### src/rtl/divider_if.sv
// Request/result bundle for the iterative divider.
//
// Handshake: the master raises div_begin with the operands valid and holds it
// high until it sees div_end. The divider samples the operands on the first
// edge it sees div_begin while idle, and raises div_end once the result is
// stable. Results stay valid for as long as div_begin stays high. Lowering
// div_begin after div_end completes the transfer. Lowering it before div_end
// aborts the operation. The master must keep div_begin low for at least one
// cycle between operations.
interface divider_if #(
    parameter int WIDTH = 32
);
    logic             div_begin;
    logic             div_signed;
    logic [WIDTH-1:0] dividend;
    logic [WIDTH-1:0] divisor;
    logic [WIDTH-1:0] quotient;
    logic [WIDTH-1:0] remainder;
    logic             div_zero;
    logic             div_end;

    modport master (
        output div_begin, div_signed, dividend, divisor,
        input  quotient, remainder, div_zero, div_end
    );

    modport slave (
        input  div_begin, div_signed, dividend, divisor,
        output quotient, remainder, div_zero, div_end
    );
endinterface

### src/rtl/divider.sv
// Iterative radix-2 restoring divider, one quotient bit per cycle.
// Signed operands are reduced to magnitudes up front. The signs are
// re-applied when the result is loaded. Dividing by zero returns all ones as
// the quotient and the untouched dividend as the remainder.
// fsm_state exposes the control state for debug: 0 = IDLE, 1 = BUSY, 2 = DONE.
module divider #(
    parameter int WIDTH = 32
) (
    input  logic       clk,
    input  logic       resetn,
    divider_if.slave   bus,
    output logic [1:0] fsm_state
);
    localparam int CW = $clog2(WIDTH);
    localparam logic [CW-1:0] LAST = CW'(WIDTH - 1);

    typedef enum logic [1:0] {
        IDLE = 2'd0,
        BUSY = 2'd1,
        DONE = 2'd2
    } state_t;

    state_t           state;
    logic [WIDTH-1:0] rem;        // partial remainder (always < divisor magnitude)
    logic [WIDTH-1:0] dd;         // dividend bits shifting out, quotient bits shifting in
    logic [WIDTH-1:0] dv_mag;     // divisor magnitude
    logic [WIDTH-1:0] dd_raw;     // original dividend, returned on divide-by-zero
    logic             dv_zero;
    logic             sign_q;
    logic             sign_r;
    logic [CW-1:0]    count;

    logic [WIDTH-1:0] quotient_r;
    logic [WIDTH-1:0] remainder_r;
    logic             div_zero_r;
    logic             div_end_r;

    // Operand magnitudes at request time.
    logic             in_dd_neg;
    logic             in_dv_neg;
    logic [WIDTH-1:0] in_dd_mag;
    logic [WIDTH-1:0] in_dv_mag;

    // One restoring step. The trial value is WIDTH+1 bits wide. Its top bit is
    // the borrow that says the subtraction went negative.
    logic [WIDTH:0]   shifted;
    logic [WIDTH:0]   trial;
    logic             q_bit;
    logic [WIDTH-1:0] rem_next;
    logic [WIDTH-1:0] dd_next;

    // Final results with the signs applied, used on the last iteration.
    logic [WIDTH-1:0] q_final;
    logic [WIDTH-1:0] r_final;

    // Operand magnitude selection. Only signed requests with MSB set are negated.
    always_comb begin
        in_dd_neg = bus.div_signed & bus.dividend[WIDTH-1];
        in_dv_neg = bus.div_signed & bus.divisor[WIDTH-1];
        in_dd_mag = in_dd_neg ? (~bus.dividend + 1'b1) : bus.dividend;
        in_dv_mag = in_dv_neg ? (~bus.divisor + 1'b1) : bus.divisor;
    end

    // Shift, trial-subtract and restore for the current iteration.
    always_comb begin
        shifted  = {rem, dd[WIDTH-1]};
        trial    = shifted - {1'b0, dv_mag};
        q_bit    = ~trial[WIDTH];
        rem_next = q_bit ? trial[WIDTH-1:0] : shifted[WIDTH-1:0];
        dd_next  = {dd[WIDTH-2:0], q_bit};
    end

    // Result formatting: sign fix-up, or the fixed divide-by-zero pattern.
    always_comb begin
        q_final = '1;
        r_final = dd_raw;
        if (!dv_zero) begin
            q_final = sign_q ? (~dd_next + 1'b1) : dd_next;
            r_final = sign_r ? (~rem_next + 1'b1) : rem_next;
        end
    end

    // Control FSM together with the datapath and output registers.
    always_ff @(posedge clk) begin
        if (!resetn) begin
            state       <= IDLE;
            rem         <= '0;
            dd          <= '0;
            dv_mag      <= '0;
            dd_raw      <= '0;
            dv_zero     <= 1'b0;
            sign_q      <= 1'b0;
            sign_r      <= 1'b0;
            count       <= '0;
            quotient_r  <= '0;
            remainder_r <= '0;
            div_zero_r  <= 1'b0;
            div_end_r   <= 1'b0;
        end else begin
            case (state)
                IDLE: begin
                    div_end_r <= 1'b0;
                    if (bus.div_begin) begin
                        dd      <= in_dd_mag;
                        dv_mag  <= in_dv_mag;
                        dd_raw  <= bus.dividend;
                        dv_zero <= (bus.divisor == '0);
                        sign_q  <= in_dd_neg ^ in_dv_neg;
                        sign_r  <= in_dd_neg;
                        rem     <= '0;
                        count   <= '0;
                        state   <= BUSY;
                    end
                end
                BUSY: begin
                    if (!bus.div_begin) begin
                        // Aborted: results from the previous operation stay put.
                        state <= IDLE;
                    end else begin
                        rem   <= rem_next;
                        dd    <= dd_next;
                        count <= count + CW'(1);
                        if (count == LAST) begin
                            quotient_r  <= q_final;
                            remainder_r <= r_final;
                            div_zero_r  <= dv_zero;
                            state       <= DONE;
                        end
                    end
                end
                DONE: begin
                    if (bus.div_begin) begin
                        div_end_r <= 1'b1;
                    end else begin
                        div_end_r <= 1'b0;
                        state     <= IDLE;
                    end
                end
                default: begin
                    state     <= IDLE;
                    div_end_r <= 1'b0;
                end
            endcase
        end
    end

    assign bus.quotient  = quotient_r;
    assign bus.remainder = remainder_r;
    assign bus.div_zero  = div_zero_r;
    assign bus.div_end   = div_end_r;
    assign fsm_state     = state;
endmodule

### src/flat_wrapper.sv
// flat-port wrapper written by rule: the top's interface ports become plain ports
module divider_flat 
#(
    parameter int WIDTH = 32
)
  (clk, resetn, fsm_state, bus_div_begin, bus_div_signed, bus_dividend, bus_divisor, bus_quotient, bus_remainder, bus_div_zero, bus_div_end);
  divider_if #(.WIDTH(WIDTH)) bus_i ();
  input  logic clk;
  input  logic resetn;
  output logic [1:0] fsm_state;
  input wire logic [$bits(bus_i.div_begin)-1:0] bus_div_begin;
  input wire logic [$bits(bus_i.div_signed)-1:0] bus_div_signed;
  input wire logic [$bits(bus_i.dividend)-1:0] bus_dividend;
  input wire logic [$bits(bus_i.divisor)-1:0] bus_divisor;
  output wire logic [$bits(bus_i.quotient)-1:0] bus_quotient;
  output wire logic [$bits(bus_i.remainder)-1:0] bus_remainder;
  output wire logic [$bits(bus_i.div_zero)-1:0] bus_div_zero;
  output wire logic [$bits(bus_i.div_end)-1:0] bus_div_end;
  assign bus_i.div_begin = bus_div_begin;
  assign bus_i.div_signed = bus_div_signed;
  assign bus_i.dividend = bus_dividend;
  assign bus_i.divisor = bus_divisor;
  assign bus_quotient = bus_i.quotient;
  assign bus_remainder = bus_i.remainder;
  assign bus_div_zero = bus_i.div_zero;
  assign bus_div_end = bus_i.div_end;
  divider #(.WIDTH(WIDTH)) u_core (.clk(clk), .resetn(resetn), .bus(bus_i), .fsm_state(fsm_state));
endmodule
### config.mk
export PLATFORM = sky130hd
export DESIGN_NAME = divider_flat
export DESIGN_NICKNAME = d
export VERILOG_FILES = /design/src/rtl/divider_if.sv /design/src/rtl/divider.sv /design/src/flat_wrapper.sv
export SDC_FILE = /design/constraint.sdc
export NUM_CORES = 1
export LEC_CHECK = 0
export ABC_AREA = 1
export CAP_MARGIN = 20
export CORE_MARGIN = 8
export CORE_UTILIZATION = 45
export DETAILED_ROUTE_END_ITERATION = 10
export GPL_ROUTABILITY_DRIVEN = 0
export PLACE_DENSITY = 0.65
export SLEW_MARGIN = 20
export SYNTH_ARGS = -nofsm -noshare
export SYNTH_HDL_FRONTEND = slang
export SYNTH_SLANG_ARGS = --single-unit
### constraint.sdc
create_clock -name clk -period 12.9 [get_ports clk]
set_input_delay 2.58 -clock clk [delete_from_list [all_inputs] [get_ports clk]]
set_output_delay 2.58 -clock clk [all_outputs]
set_load 0.02 [all_outputs]
==> impl_metrics.toml <==
[sta]
whs_ns = 0.465
fin_skew_ns = 0.0250
fin_crit_sh_pct = 51.7
setup-tns-final_ns = 0
worst_slew_pin_slew_ns = 0.998
min_period_ns = 6.67
relSlewSlack_pct = 33.3
setup_viol = 0
setup_slack_ns = 6.23
rsz0062_at_grt = "false"
hold_viol = 0
max_freq_ghz = 0.150
finalMaxSlewViolations = 0

[clock_network]
cts_sinks = 204
cts.reportedPaths.clkPinSlew_ns = 0.06
postCtsHoldBufs = 0
cts_max_level = 1
cts_resized = 0
numCtsBuffers = 24
root_buffer = "clkbuf_16"
clockBufferDepth = 3
cts_tree = "done"
post_cts.repair.setup_buffers = 0
clk_latency_ns = 0.53

[route]
drt_wl_total_um = 45200
wl_per_cell_um = 16.8
drtIter0Drc = 1180
vias = 14618
drc_errors = 0
via_per_inst = 5.44
drtAntennaViolNets = 0
dr.pass1.iters = 6

[synth]
yosysMostFrequentCell = "nand2_1"
yosysWarnings = 0
yosys.area.top_type_share_pct = 29.6
synth-main-ff-cell = "dfxtp_1"
synthTopCellsByCount = "nand2_1 (576), inv_1 (270), nor2_1 (216)"
syn_area_per_cell_sq_um = 6.28
syn_nets = 2307
synth.cell_area_sq_um = 13800
synthArstFlopShare_pct = 0
netlist.top_cell.by_area = "dfxtp_1"
synth_edf_count = 0
ys_ff_latch = 204
synth_area_leaders = "dfxtp_1 (30%), nand2_1 (16%), inv_1 (7.3%)"
syn-instance-count = 2200
seq_area_frac_synth_pct = 29.6
synth_cell_types = 50

[worst_setup_path]
critical_path_required_ns = 13.24
worstPathMaxFanout = 92
crit_chain = "clkdlybuf4s50_1 -> inv_1 -> nor3_2 -> buf_4 -> inv_2 -> nand2_1 -> clkinv_2 -> a21oi_1 -> a221oi_1"
cp_top_family = "buffers and inverters"
crit_type = "in -> reg"
r2r_slack_ns = 8.17
rr_worst_depth = 27
r2r_start = "u_core.dd[31]"
start_kind = "input port"
r2r-end = "u_core.bus.quotient[30]"
slowest_delay_ns = 1.06
crit_path_top_delay_cell = "clkinv_2"
cp-end-kind = "flop"
cp.buffers_inverters = 5
arrival_ns = 7.01

[pwr]
vdd_drop_max_v = 0.000101
totalPowerFinal_mw = 1.75
p_per_area_nw_per_um2 = 108
leakage_nw = 7.64

[worst_hold_path]
min-delay-start = "u_core.count[4]"
hp-class = "reg -> reg"
worstHoldEndpoint = "u_core.count[4]"
holdPathStages = 2

[layout]
nNetsFinal = 2382
postLayoutCoreUtil_pct = 53.2
fillCellCount = 3173
drive_gt1_share_pct = 5.72
syn2layout_area_growth_pct = 17.2
final_area_sq_um = 16200
fin_cells = 2688

[placement]
place_ws_ns = 6.14
dpl.cell_count = 2645
dp.final_hpwl_um = 34900
port_buffers = 135
placed_cell_area_sq_um = 15300

[grt]
grt_pass1_wl_um = 73100
grt_max_degree = 93
grt_pass1_vias = 13910
antenna_found_initial = 0
grt_overflow = 0
track_usage_pct = 24.4

[floorplan]
coreArea_sq_um = 30400
die_w_um = 191
initial_core_util_pct = 45.4
die_area_sq_um = 36600
rows = 64
die_h_um = 191
num_io_pins = 136

[job]
maxCapViolations = 0

[outcome]
status = "completed"
per-layer routing:
metal  global-route usage, %  part of all wire [%]
met1                    32.8                    45
met2                    40.1                    45
met3                    3.23                   6.8
met4                    7.08                   2.8
met5                       0                     0
how the worst max path moves through the flow:
stage	startpoint	endpoint	slack, ns	cells after the start
floorplan	bus_dividend[1]	u_core.dd[30]	8.26	15
global placement	bus_div_begin	u_core.dd[8]	6.29	9
detailed placement	bus_div_begin	u_core.dd[13]	6.14	9
CTS	bus_div_begin	u_core.dd[24]	6.68	9
global route	bus_div_begin	u_core.dd[28]	5.80	9
finish	bus_div_begin	u_core.dd[24]	6.23	9
cell families (layout without fill, tap and decap cells):
logic type,count (synthesis),after routing,synth area share (%)
buffers and inverters,373,464,10.5
adder cells (fa/ha/maj),39,39,3.59
AO/OA/AOI/OAI,461,461,19.2
other,0,1,0
AND/OR/NAND/NOR,1051,1051,32.5
XOR/XNOR,72,72,4.57
flip-flops,204,204,29.6
state kept, by name, indices dropped and copies added, names as in the netlist:
| register | count |
|---|---|
| u_core.dv_mag | 32 |
| u_core.bus.div_zero | 1 |
| u_core.rem | 32 |
| u_core.sign_q | 1 |
| u_core.bus.remainder | 32 |
| u_core.bus.div_end | 1 |
| u_core.fsm_state | 2 |
| u_core.bus.quotient | 32 |
| u_core.dv_zero | 1 |
| u_core.dd | 32 |
| u_core.dd_raw | 32 |
| u_core.count | 5 |
| u_core.sign_r | 1 |
area by class of cell:
class	instances	area (sq um)	area share, %
timing repair buffer	145	1420	8.78
inverter	277	1040	6.43
clock inverter	11	199	1.23
multi-input combinational	1623	8290	51.2
sequential	204	4080	25.2
tap	396	495	3.06
clock buffer	31	657	4.06
antenna	1	2.50	0.0155
layout by cell type, fill, tap and decap left out, drive strengths merged, types with 2 or more instances in the layout:
master	netlist	final
nand2	606	606
inv	277	276
nor2	226	226
dfxtp	204	204
a21oi	195	195
o21ai	162	162
nand3	147	147
clkdlybuf4s50	0	134
xor2	47	47
ha	38	38
a22oi	32	32
nor3	31	31
clkbuf	71	31
xnor2	25	25
o221ai	20	20
a221oi	13	13
nand4	13	13
a31oi	13	13
buf	25	11
nand3b	10	10
or2	9	9
o211ai	7	7
o21bai	7	7
nor4	5	5
o221a	5	5
bufinv	0	5
clkinv	0	4
a21o	3	3
clkinvlp	0	3
a211oi	2	2
worst register-to-register path, cell delays in order (launching register included):
cell and delay (ns):
dfxtp_1 0.33, inv_1 0.08, ha_1 0.24, fa_1 0.42, inv_1 0.12, nand2_1 0.06, nand2_1 0.07, nand3_1 0.08
nand2_2 0.12, nand2_1 0.07, nand2_2 0.09, nand2_4 0.08, nand2_4 0.08, nand2_4 0.09, nand2_4 0.14, ha_1 0.20
nand3_1 0.12, nor2_1 0.13, nand3_1 0.11, nor3_1 0.34, nand3_1 0.20, o21ai_0 0.33, o21ai_0 0.24, a21oi_1 0.31
o21ai_0 0.17, xor2_1 0.18, o221ai_1 0.15, inv_1 0.06
where the power goes:
| part | switching [mW] | leakage [nW] | internal [mW] |
|---|---|---|---|
| clock network | 0.276 | 0.408 | 0.459 |
| logic | 0.217 | 5.57 | 0.109 |
| registers | 0.0256 | 1.67 | 0.659 |
| total | 0.518 | 7.64 | 1.23 |
No activity file was read; power rests on OpenSTA's default activity.
